## src/rtl/rv32i_multicycle_sequencer_if.sv

```systemverilog
// Memory handshake bundle between the multi-cycle sequencer and the instruction/data memories.
// The master side issues requests; the slave side returns ready.
interface rv32i_multicycle_sequencer_if;
    logic imem_req;
    logic imem_ready;
    logic ir_load;
    logic dmem_req;
    logic dmem_ready;
    logic data_mem_read_enable;
    logic data_mem_write_enable;

    modport master (
        output imem_req,
        output ir_load,
        output dmem_req,
        output data_mem_read_enable,
        output data_mem_write_enable,
        input  imem_ready,
        input  dmem_ready
    );

    modport slave (
        input  imem_req,
        input  ir_load,
        input  dmem_req,
        input  data_mem_read_enable,
        input  data_mem_write_enable,
        output imem_ready,
        output dmem_ready
    );
endinterface

```

## src/rtl/rv32i_multicycle_sequencer.sv

```systemverilog
// Multi-cycle RV32I control sequencer: fetch/decode/execute/mem/writeback, one instruction at a time.
// Strobes are decoded from the current state; instret and trap are the only registered outputs.
module rv32i_multicycle_sequencer #(
    parameter int INSTRET_WIDTH = 32,
    parameter int MEM_TIMEOUT   = 255
) (
    input  logic                     clk,
    input  logic                     rst,
    input  logic                     run_enable,
    input  logic [6:0]               inst_opcode,
    input  logic                     alu_result_equal_zero,
    rv32i_multicycle_sequencer_if.master mem,
    output logic                     regfile_write_enable,
    output logic                     pc_write_enable,
    output logic [1:0]               next_pc_select,
    output logic [1:0]               reg_writeback_select,
    output logic [2:0]               state,
    output logic [INSTRET_WIDTH-1:0] instret,
    output logic                     trap,
    output logic [1:0]               trap_cause
);
    localparam int WAIT_W = (MEM_TIMEOUT > 1) ? $clog2(MEM_TIMEOUT + 1) : 1;

    localparam logic [6:0] OP_R      = 7'b0110011;
    localparam logic [6:0] OP_I      = 7'b0010011;
    localparam logic [6:0] OP_LOAD   = 7'b0000011;
    localparam logic [6:0] OP_STORE  = 7'b0100011;
    localparam logic [6:0] OP_BRANCH = 7'b1100011;
    localparam logic [6:0] OP_JAL    = 7'b1101111;
    localparam logic [6:0] OP_JALR   = 7'b1100111;

    typedef enum logic [2:0] {
        S_IDLE      = 3'd0,
        S_FETCH     = 3'd1,
        S_DECODE    = 3'd2,
        S_EXECUTE   = 3'd3,
        S_MEM       = 3'd4,
        S_WRITEBACK = 3'd5,
        S_TRAP      = 3'd6
    } state_e;

    state_e                   state_q, state_d;
    logic [6:0]               opcode_q;
    logic [WAIT_W-1:0]        wait_q, wait_d;
    logic [INSTRET_WIDTH-1:0] instret_q;
    logic                     trap_q;
    logic [1:0]               cause_q, cause_d;
    logic                     retire, trap_set;

    logic imem_req_c, ir_load_c, dmem_req_c, rd_en_c, wr_en_c, rf_we_c, pc_we_c;
    logic [1:0] npc_sel_c, wb_sel_c;

    function automatic logic opcode_legal(input logic [6:0] op);
        case (op)
            OP_R, OP_I, OP_LOAD, OP_STORE, OP_BRANCH, OP_JAL, OP_JALR: return 1'b1;
            default:                                                  return 1'b0;
        endcase
    endfunction

    // True in the wait cycle where the low-ready count would reach MEM_TIMEOUT.
    function automatic logic wait_expired(input logic [WAIT_W-1:0] cnt);
        return (MEM_TIMEOUT != 0) && (int'(cnt) == MEM_TIMEOUT - 1);
    endfunction

    always_comb begin
        state_d    = state_q;
        cause_d    = 2'b00;
        trap_set   = 1'b0;
        retire     = 1'b0;
        imem_req_c = 1'b0;
        ir_load_c  = 1'b0;
        dmem_req_c = 1'b0;
        rd_en_c    = 1'b0;
        wr_en_c    = 1'b0;
        rf_we_c    = 1'b0;
        pc_we_c    = 1'b0;
        npc_sel_c  = 2'b00;
        wb_sel_c   = 2'b00;

        case (state_q)
            S_IDLE: begin
                if (run_enable) state_d = S_FETCH;
            end
            S_FETCH: begin
                imem_req_c = 1'b1;
                if (mem.imem_ready) begin
                    ir_load_c = 1'b1;
                    state_d   = S_DECODE;
                end else if (wait_expired(wait_q)) begin
                    state_d  = S_TRAP;
                    trap_set = 1'b1;
                    cause_d  = 2'b10;
                end
            end
            S_DECODE: begin
                if (opcode_legal(inst_opcode)) begin
                    state_d = S_EXECUTE;
                end else begin
                    state_d  = S_TRAP;
                    trap_set = 1'b1;
                    cause_d  = 2'b01;
                end
            end
            S_EXECUTE: begin
                case (opcode_q)
                    OP_LOAD, OP_STORE: state_d = S_MEM;
                    OP_BRANCH: begin
                        pc_we_c   = 1'b1;
                        npc_sel_c = alu_result_equal_zero ? 2'b01 : 2'b00;
                        retire    = 1'b1;
                    end
                    default: state_d = S_WRITEBACK;
                endcase
            end
            S_MEM: begin
                dmem_req_c = 1'b1;
                rd_en_c    = (opcode_q == OP_LOAD);
                wr_en_c    = (opcode_q == OP_STORE);
                if (mem.dmem_ready) begin
                    if (opcode_q == OP_STORE) begin
                        pc_we_c = 1'b1;
                        retire  = 1'b1;
                    end else begin
                        state_d = S_WRITEBACK;
                    end
                end else if (wait_expired(wait_q)) begin
                    state_d  = S_TRAP;
                    trap_set = 1'b1;
                    cause_d  = 2'b11;
                end
            end
            S_WRITEBACK: begin
                rf_we_c = 1'b1;
                pc_we_c = 1'b1;
                retire  = 1'b1;
                case (opcode_q)
                    OP_JAL:  begin npc_sel_c = 2'b10; wb_sel_c = 2'b10; end
                    OP_JALR: begin npc_sel_c = 2'b11; wb_sel_c = 2'b10; end
                    OP_LOAD: wb_sel_c = 2'b01;
                    default: wb_sel_c = 2'b00;
                endcase
            end
            S_TRAP:  state_d = S_TRAP;
            default: state_d = S_IDLE;
        endcase

        // run_enable only matters at the instruction boundary.
        if (retire) state_d = run_enable ? S_FETCH : S_IDLE;

        wait_d = '0;
        if ((state_d == state_q) && ((state_q == S_FETCH) || (state_q == S_MEM)))
            wait_d = (wait_q == '1) ? wait_q : wait_q + WAIT_W'(1);
    end

    always_ff @(posedge clk) begin
        if (rst) begin
            state_q   <= S_IDLE;
            opcode_q  <= '0;
            wait_q    <= '0;
            instret_q <= '0;
            trap_q    <= 1'b0;
            cause_q   <= 2'b00;
        end else begin
            state_q <= state_d;
            wait_q  <= wait_d;
            if (state_q == S_DECODE) opcode_q <= inst_opcode;
            if (retire) instret_q <= instret_q + INSTRET_WIDTH'(1);
            if (trap_set) begin
                trap_q  <= 1'b1;
                cause_q <= cause_d;
            end
        end
    end

    // Strobes are squelched while reset is held so an abort emits nothing further.
    assign mem.imem_req              = imem_req_c & ~rst;
    assign mem.ir_load               = ir_load_c & ~rst;
    assign mem.dmem_req              = dmem_req_c & ~rst;
    assign mem.data_mem_read_enable  = rd_en_c & ~rst;
    assign mem.data_mem_write_enable = wr_en_c & ~rst;
    assign regfile_write_enable      = rf_we_c & ~rst;
    assign pc_write_enable           = pc_we_c & ~rst;
    assign next_pc_select            = npc_sel_c & {2{~rst}};
    assign reg_writeback_select      = wb_sel_c & {2{~rst}};
    assign state                     = state_q;
    assign instret                   = instret_q;
    assign trap                      = trap_q;
    assign trap_cause                = cause_q;
endmodule

```

## src/flat_wrapper.sv

```systemverilog
// flat-port wrapper written by rule: the top's interface ports become plain ports
module rv32i_multicycle_sequencer_flat 
#(
    parameter int INSTRET_WIDTH = 32,
    parameter int MEM_TIMEOUT   = 255
)
  (clk, rst, run_enable, inst_opcode, alu_result_equal_zero, regfile_write_enable, pc_write_enable, next_pc_select, reg_writeback_select, state, instret, trap, trap_cause, mem_imem_req, mem_ir_load, mem_dmem_req, mem_data_mem_read_enable, mem_data_mem_write_enable, mem_imem_ready, mem_dmem_ready);
  rv32i_multicycle_sequencer_if mem_i ();
  input  logic clk;
  input  logic rst;
  input  logic run_enable;
  input  logic [6:0] inst_opcode;
  input  logic alu_result_equal_zero;
  output logic regfile_write_enable;
  output logic pc_write_enable;
  output logic [1:0] next_pc_select;
  output logic [1:0] reg_writeback_select;
  output logic [2:0] state;
  output logic [INSTRET_WIDTH-1:0] instret;
  output logic trap;
  output logic [1:0] trap_cause;
  output wire logic [$bits(mem_i.imem_req)-1:0] mem_imem_req;
  output wire logic [$bits(mem_i.ir_load)-1:0] mem_ir_load;
  output wire logic [$bits(mem_i.dmem_req)-1:0] mem_dmem_req;
  output wire logic [$bits(mem_i.data_mem_read_enable)-1:0] mem_data_mem_read_enable;
  output wire logic [$bits(mem_i.data_mem_write_enable)-1:0] mem_data_mem_write_enable;
  input wire logic [$bits(mem_i.imem_ready)-1:0] mem_imem_ready;
  input wire logic [$bits(mem_i.dmem_ready)-1:0] mem_dmem_ready;
  assign mem_imem_req = mem_i.imem_req;
  assign mem_ir_load = mem_i.ir_load;
  assign mem_dmem_req = mem_i.dmem_req;
  assign mem_data_mem_read_enable = mem_i.data_mem_read_enable;
  assign mem_data_mem_write_enable = mem_i.data_mem_write_enable;
  assign mem_i.imem_ready = mem_imem_ready;
  assign mem_i.dmem_ready = mem_dmem_ready;
  rv32i_multicycle_sequencer #(.INSTRET_WIDTH(INSTRET_WIDTH), .MEM_TIMEOUT(MEM_TIMEOUT)) u_core (.clk(clk), .rst(rst), .run_enable(run_enable), .inst_opcode(inst_opcode), .alu_result_equal_zero(alu_result_equal_zero), .mem(mem_i), .regfile_write_enable(regfile_write_enable), .pc_write_enable(pc_write_enable), .next_pc_select(next_pc_select), .reg_writeback_select(reg_writeback_select), .state(state), .instret(instret), .trap(trap), .trap_cause(trap_cause));
endmodule
```

## config.mk

```make
export PLATFORM = sky130hd
export DESIGN_NAME = rv32i_multicycle_sequencer_flat
export DESIGN_NICKNAME = d
export VERILOG_FILES = /design/src/rtl/rv32i_multicycle_sequencer_if.sv /design/src/rtl/rv32i_multicycle_sequencer.sv /design/src/flat_wrapper.sv
export SDC_FILE = /design/constraint.sdc
export NUM_CORES = 1
export LEC_CHECK = 0
export CAP_MARGIN = 20
export CELL_PAD_IN_SITES_DETAIL_PLACEMENT = 2
export CELL_PAD_IN_SITES_GLOBAL_PLACEMENT = 2
export CORE_AREA = 3 3 93 95
export DETAILED_ROUTE_END_ITERATION = 10
export DIE_AREA = 0 0 96 98
export DONT_BUFFER_PORTS = 1
export PLACE_DENSITY = 0.89
export SKIP_CTS_REPAIR_TIMING = 1
export SLEW_MARGIN = 20
export SYNTH_ARGS = -nofsm -noshare
export SYNTH_HDL_FRONTEND = slang
export SYNTH_SLANG_ARGS = --single-unit
```

## constraint.sdc

```tcl
create_clock -name clk -period 5.95 [get_ports clk]
set_clock_uncertainty 0.1 [all_clocks]
set_input_delay 0.595 -clock clk [delete_from_list [all_inputs] [get_ports clk]]
set_output_delay 0.595 -clock clk [all_outputs]
set_load 0.02 [all_outputs]
```

==> flow_metrics.env, run 1 <==
export IMPL_crit_required_ps=5260
export IMPL_worst_pin_slew_ps=997
export IMPL_initial_core_util_pct=39.7
export IMPL_setup_tns_ps=0
export IMPL_num_vias=2941
export IMPL_std_cell_rows=32
export IMPL_slowest_stage="dfxtp_1"
export IMPL_rsz0062_at_grt="false"
export IMPL_via_per_inst=6.41
export IMPL_cts_root_buffer="clkbuf_8"
export IMPL_die_area_um2=9410
export IMPL_p_total_mw=0.708
export IMPL_syn_to_final_growth_pct=3.91
export IMPL_fin_cells=459
export IMPL_syn_inst=371
export IMPL_totalWireLength_mm=9.65
export IMPL_r2r_setup_slack_ps=2800
export IMPL_slew_violations=0
export IMPL_dp_cells=451
export IMPL_vdd_drop_max_mv=0.0959
export IMPL_path_class="flop to output pin"
export IMPL_firstDrtPassIters=4
export IMPL_avgSynthCellArea_um2=8.36
export IMPL_netlist_area_um2=3100
export IMPL_h_tree_depth=2
export IMPL_endpoint_kind="output pin"
export IMPL_hold_viol_final=0
export IMPL_numClockSinks=53
export IMPL_outcome="finished clean"
export IMPL_ys_types=58
export IMPL_pin_count=62
export IMPL_overflow=0
export IMPL_io_buffers=0
export IMPL_powerDensity_nw_per_um2=220
export IMPL_grtUsageTotal_pct=21.2
export IMPL_relSlewSlack_pct=32.9
export IMPL_async_flop_share_pct=0
export IMPL_arrival_ps=2780
export IMPL_gp_congestion=0.831
export IMPL_drtAntennaViolNets=0
export IMPL_start_kind="flop"
export IMPL_drc=0
export IMPL_yosysSeqAreaShare_pct=34.2
export IMPL_final_util_pct=41.3
export IMPL_synth_edf_count=0
export IMPL_num_fill_cells=889
export IMPL_cap_violations=0
export IMPL_syn_num_nets=387
export IMPL_nets=372
export IMPL_ys_seq_elements=53
export IMPL_grt_max_degree=65
export IMPL_first_iter_violations=201
export IMPL_critical_path_cell_chain="nand4b_1, o21a_1, o21ai_0, nor2b_1"
export IMPL_n_antenna_cell=0
export IMPL_drive_gt1_share_pct=6.44
export IMPL_yosys_most_used_dff="dfxtp_1"
export IMPL_fmaxAchievable_ghz=0.288
export IMPL_finalWorstSetupSlack_ps=2480
export IMPL_post_drt_wl_per_cell_um=21.0
export IMPL_fin_crit_ps=3470
export IMPL_core_area_um2=7810
export IMPL_cts_tree="done"
export IMPL_fin_crit_sh_pct=58.4
export IMPL_antenna_found_initial=0
export IMPL_hpwl_mm=6.79
export IMPL_cts_buffers=5
export IMPL_path_buf_inv=0
export IMPL_crit_family="flip-flops"
export IMPL_p_leak_nw=0.933
export IMPL_path_clk_slew_ps=120
export IMPL_finalSetupViolations=0
export IMPL_grt_pass1_vias=3096
export IMPL_yosysWarnings=0
export IMPL_hp_class="input pin to flop"
export IMPL_die_x_um=96
export IMPL_place_ws_ps=2840
export IMPL_grt_pass1_wl_mm=16.2
export IMPL_die_h_um=98
export IMPL_crit_fanout=24
export IMPL_clk_path_buf_depth=2
export IMPL_worstSkewPairLatency_ps=310
export IMPL_max_stage_delay_ps=920
==> synth_stat cells, types with 3 or more instances <==
cell type / n / area share (%)
a31oi_1: 7 / 1.4
nand2_1: 26 / 3.1
nand3_1: 23 / 3.7
buf_2: 5 / 0.81
o31ai_1: 26 / 6.3
nand4_1: 11 / 2.2
nand4bb_1: 4 / 1.5
dfxtp_1: 53 / 34
clkbuf_1: 14 / 1.7
mux2i_1: 10 / 3.2
nor3_1: 5 / 0.81
and3_1: 7 / 1.4
o21ai_0: 11 / 1.8
xor2_1: 3 / 0.85
nor4b_1: 3 / 0.85
or3_1: 4 / 0.81
nor2_1: 26 / 3.1
and4_1: 3 / 0.85
or4bb_1: 5 / 1.8
xnor2_1: 3 / 0.85
nor2b_1: 5 / 1.0
ha_1: 3 / 1.2
and2_1: 5 / 1.0
inv_1: 11 / 1.3
o41ai_1: 3 / 0.85
a21oi_1: 29 / 4.7
or4_1: 18 / 4.4
nand4b_1: 3 / 0.85
nor4_1: 8 / 1.6
==> state kept, by name, summed over array words and instances, names as in the netlist <==
register           count
u_core.instret        32
u_core.state           3
u_core.trap_cause      2
u_core.trap            1
u_core.opcode_q        7
u_core.wait_q          8
==> power breakdown <==
group          switching (mW)  total (mW)  internal, mW
Clock                   0.135       0.221        0.0855
Combinational          0.0568      0.0941        0.0373
Sequential             0.0302       0.393         0.363
==> cell usage in the layout (no fill, tap or decap), types with 5 or more instances in the layout <==
cell	instances
a21oi_1	29
and3_1	7
nor2b_1	5
nand3_1	23
or4bb_1	5
or4_1	18
inv_1	11
nor2_1	26
nand2_1	26
mux2i_1	10
o31ai_1	26
nor4_1	8
clkbuf_8	5
nand4_1	11
dfxtp_1	53
nor3_1	5
and2_1	5
a31oi_1	7
o21ai_0	11
==> routing by layer <==
| layer | GRT usage [%] | vias up | part of all wire, % |
|---|---|---|---|
| li1 | - | 1397 | - |
| met1 | 28.5 | 1490 | 46 |
| met2 | 35.0 | 47 | 49 |
| met3 | 4.31 | 7 | 4.2 |
| met4 | 4.05 | 0 | 0.61 |
| met5 | 0 | - | 0 |
==> area by class of cell <==
class,instances,area (µm²),share of cell area [%]
Sequential cell,53,1060,32.9
Clock inverter,3,25.0,0.776
Tap cell,102,128,3.96
Clock buffer,5,68.8,2.13
Multi-Input combinational cell,284,1890,58.7
Inverter,11,41.3,1.28
Timing Repair Buffer,1,7.51,0.233
==> path summary, 6_finish.rpt <==
path	end	start	cells after the start
worst max-delay path	pc_write_enable	u_core.state[0]$_SDFF_PP0_	4
worst min-delay path	u_core.instret[12]$_SDFFE_PP0P_	rst	1
worst max register to register	u_core.instret[31]$_SDFFE_PP0P_	u_core.state[2]$_SDFF_PP0_	5
worst min register to register	u_core.opcode_q[0]$_SDFFE_PP0N_	u_core.opcode_q[0]$_SDFFE_PP0N_	2
==> metrics by stage <==
step	cell area, µm²	hold slack (ps)
finish	3220	234
global route	3220	211
CTS	3220	229
detailed placement	3130	443
global placement	3130	417
floorplan	3100	391
==> cell families (layout without fill, tap and decap cells) <==
family                     count (synthesis)  in the layout  synth area share (%)
and+or+nand+nor                          170            170                  33.8
xor gates and xnor gates                   6              6                  1.69
adders and majority gates                  3              3                  1.21
AOI/OAI and AO/OA                         93             93                  20.4
DFF                                       53             53                  34.2
buffers and inverters                     34             20                  4.80
muxes                                     12             12                  3.95
No activity file was read; power rests on OpenSTA's default activity.
==> run 2, diff against run 1 <==
--- a/config.mk
+++ b/config.mk
@@ -8,11 +8,11 @@
 export CAP_MARGIN = 20
 export CELL_PAD_IN_SITES_DETAIL_PLACEMENT = 2
 export CELL_PAD_IN_SITES_GLOBAL_PLACEMENT = 2
-export CORE_AREA = 3 3 93 95
+export CORE_AREA = 3 3 96 98
 export DETAILED_ROUTE_END_ITERATION = 10
-export DIE_AREA = 0 0 96 98
+export DIE_AREA = 0 0 99 101
 export DONT_BUFFER_PORTS = 1
-export PLACE_DENSITY = 0.89
+export PLACE_DENSITY = 0.84
 export SKIP_CTS_REPAIR_TIMING = 1
 export SLEW_MARGIN = 20
 export SYNTH_ARGS = -nofsm -noshare
==> constraint.sdc (replaced) <==
create_clock -name clk -period 3.5 [get_ports clk]
set_clock_uncertainty 0.1 [all_clocks]
set_input_delay 0.35 -clock clk [delete_from_list [all_inputs] [get_ports clk]]
set_output_delay 0.35 -clock clk [all_outputs]
set_load 0.02 [all_outputs]
==> run 2 against run 1 <==
Compared with the run above:
- register-to-register slack got worse by 2100 ps
- global-route usage fell by 2.1 points
- setup slack got worse by 1800 ps
- total power rose by 80%
- via count rose by 1.1%
- final cell count rose by 3.7%
- critical path type unchanged
- largest cell class unchanged
==> flow_metrics.env, run 2 (same netlist as run 1, synthesis figures left out) <==
export IMPL_outcome="finished clean"
export IMPL_arrival_ps=2340
export IMPL_die_h_um=101
export IMPL_core_area_um2=8550
export IMPL_drc=0
export IMPL_grt_pass1_wl_mm=15.7
export IMPL_fin_cells=476
export IMPL_fin_crit_ps=2790
export IMPL_powerDensity_nw_per_um2=382
export IMPL_fin_crit_sh_pct=79.8
export IMPL_grt_max_degree=65
export IMPL_setup_tns_ps=0
export IMPL_hpwl_mm=6.97
export IMPL_path_class="flop to output pin"
export IMPL_p_leak_nw=0.999
export IMPL_crit_required_ps=3050
export IMPL_timing_hold_ws_ps=16.1
export IMPL_worstSkewPairLatency_ps=320
export IMPL_slew_violations=0
export IMPL_clk_path_buf_depth=2
export IMPL_cts_tree="done"
export IMPL_num_fill_cells=963
export IMPL_drtAntennaViolNets=0
export IMPL_gp_congestion=0.779
export IMPL_rsz0062_at_grt="false"
export IMPL_grt_pass1_vias=3094
export IMPL_drive_gt1_share_pct=8.15
export IMPL_grtUsageTotal_pct=19.2
export IMPL_syn_to_final_growth_pct=7.62
export IMPL_worst_pin_slew_ps=1020
export IMPL_io_buffers=0
export IMPL_final_common_cell="dfxtp_1"
export IMPL_r2r_setup_slack_ps=710
export IMPL_first_iter_violations=108
export IMPL_nets=383
export IMPL_firstDrtPassIters=4
export IMPL_start_kind="flop"
export IMPL_hp_class="input pin to flop"
export IMPL_die_area_um2=10000
export IMPL_finalSetupViolations=0
export IMPL_dpl_cell_area_um2=3200
export IMPL_cts_root_buffer="clkbuf_8"
export IMPL_crit_fanout=11
export IMPL_largest_reg_flops=32
export IMPL_overflow=0
export IMPL_fmaxAchievable_ghz=0.358
export IMPL_final_util_pct=39.1
export IMPL_h_tree_depth=2
export IMPL_postLayoutCellArea_um2=3340
export IMPL_numClockSinks=53
export IMPL_relSlewSlack_pct=32.0
export IMPL_vdd_drop_max_mv=0.226
export IMPL_dp_cells=465
export IMPL_hold_viol_final=0
export IMPL_final_cell_mix="53 x dfxtp_1, 29 x a21oi_1, 26 x nand2_1, 26 x nor2_1, 26 x o31ai_1"
export IMPL_path_clk_slew_ps=110
export IMPL_pin_count=62
export IMPL_n_antenna_cell=0
export IMPL_antenna_found_initial=0
export IMPL_num_vias=2973
export IMPL_endpoint_kind="output pin"
export IMPL_std_cell_rows=34
export IMPL_die_x_um=99
export IMPL_post_drt_wl_per_cell_um=20.3
export IMPL_cap_violations=0
export IMPL_totalWireLength_mm=9.66
export IMPL_cts_buffers=5
export IMPL_initial_core_util_pct=36.3
export IMPL_via_per_inst=6.25
## run 2: final timing paths
check / depth (start not counted) / from / end
hold / removal: 1 / rst / u_core.instret[29]$_SDFFE_PP0P_
hold reg to reg: 2 / u_core.opcode_q[0]$_SDFFE_PP0N_ / u_core.opcode_q[0]$_SDFFE_PP0N_
setup reg to reg: 5 / u_core.state[1]$_SDFF_PP0_ / u_core.instret[31]$_SDFFE_PP0P_
setup / recovery: 4 / u_core.state[1]$_SDFF_PP0_ / pc_write_enable
## run 2: power breakdown
group / internal [mW] / switching [mW]
sequential: 0.617 / 0.0301
clock: 0.215 / 0.212
combinational: 0.0752 / 0.127
total: 0.908 / 0.369
## run 2: cell type report
class | instances | area (µm²) | area share (%)
Clock buffer | 6 | 72.6 | 2.17
Clock inverter | 2 | 38.8 | 1.16
Inverter | 11 | 41.3 | 1.24
Multi-Input combinational cell | 284 | 1890 | 56.7
Sequential cell | 53 | 1060 | 31.8
Tap cell | 108 | 135 | 4.05
Timing Repair Buffer | 12 | 97.6 | 2.92
## run 2: per-layer routing
layer | GRT usage (%) | routed length (µm)
met3 | 4.71 | 376
met2 | 34.1 | 4790
met5 | 0 | 0
met4 | 5.15 | 118
met1 | 22.9 | 4370
## run 2: worst max-delay path, stage by stage (launching register included)
cell and delay (ps):
dfxtp_1 670, nand4b_1 320, o21a_1 230, o21ai_0 390
nor2b_1 430
## run 2: stage by stage
stage | setup slack, ps | power (mW)
finish | 705 | 1.28
global route | 508 | 1.34
CTS | 662 | 1.28
detailed placement | 739 | 0.857
global placement | 829 | 0.846
floorplan | 958 | 0.812
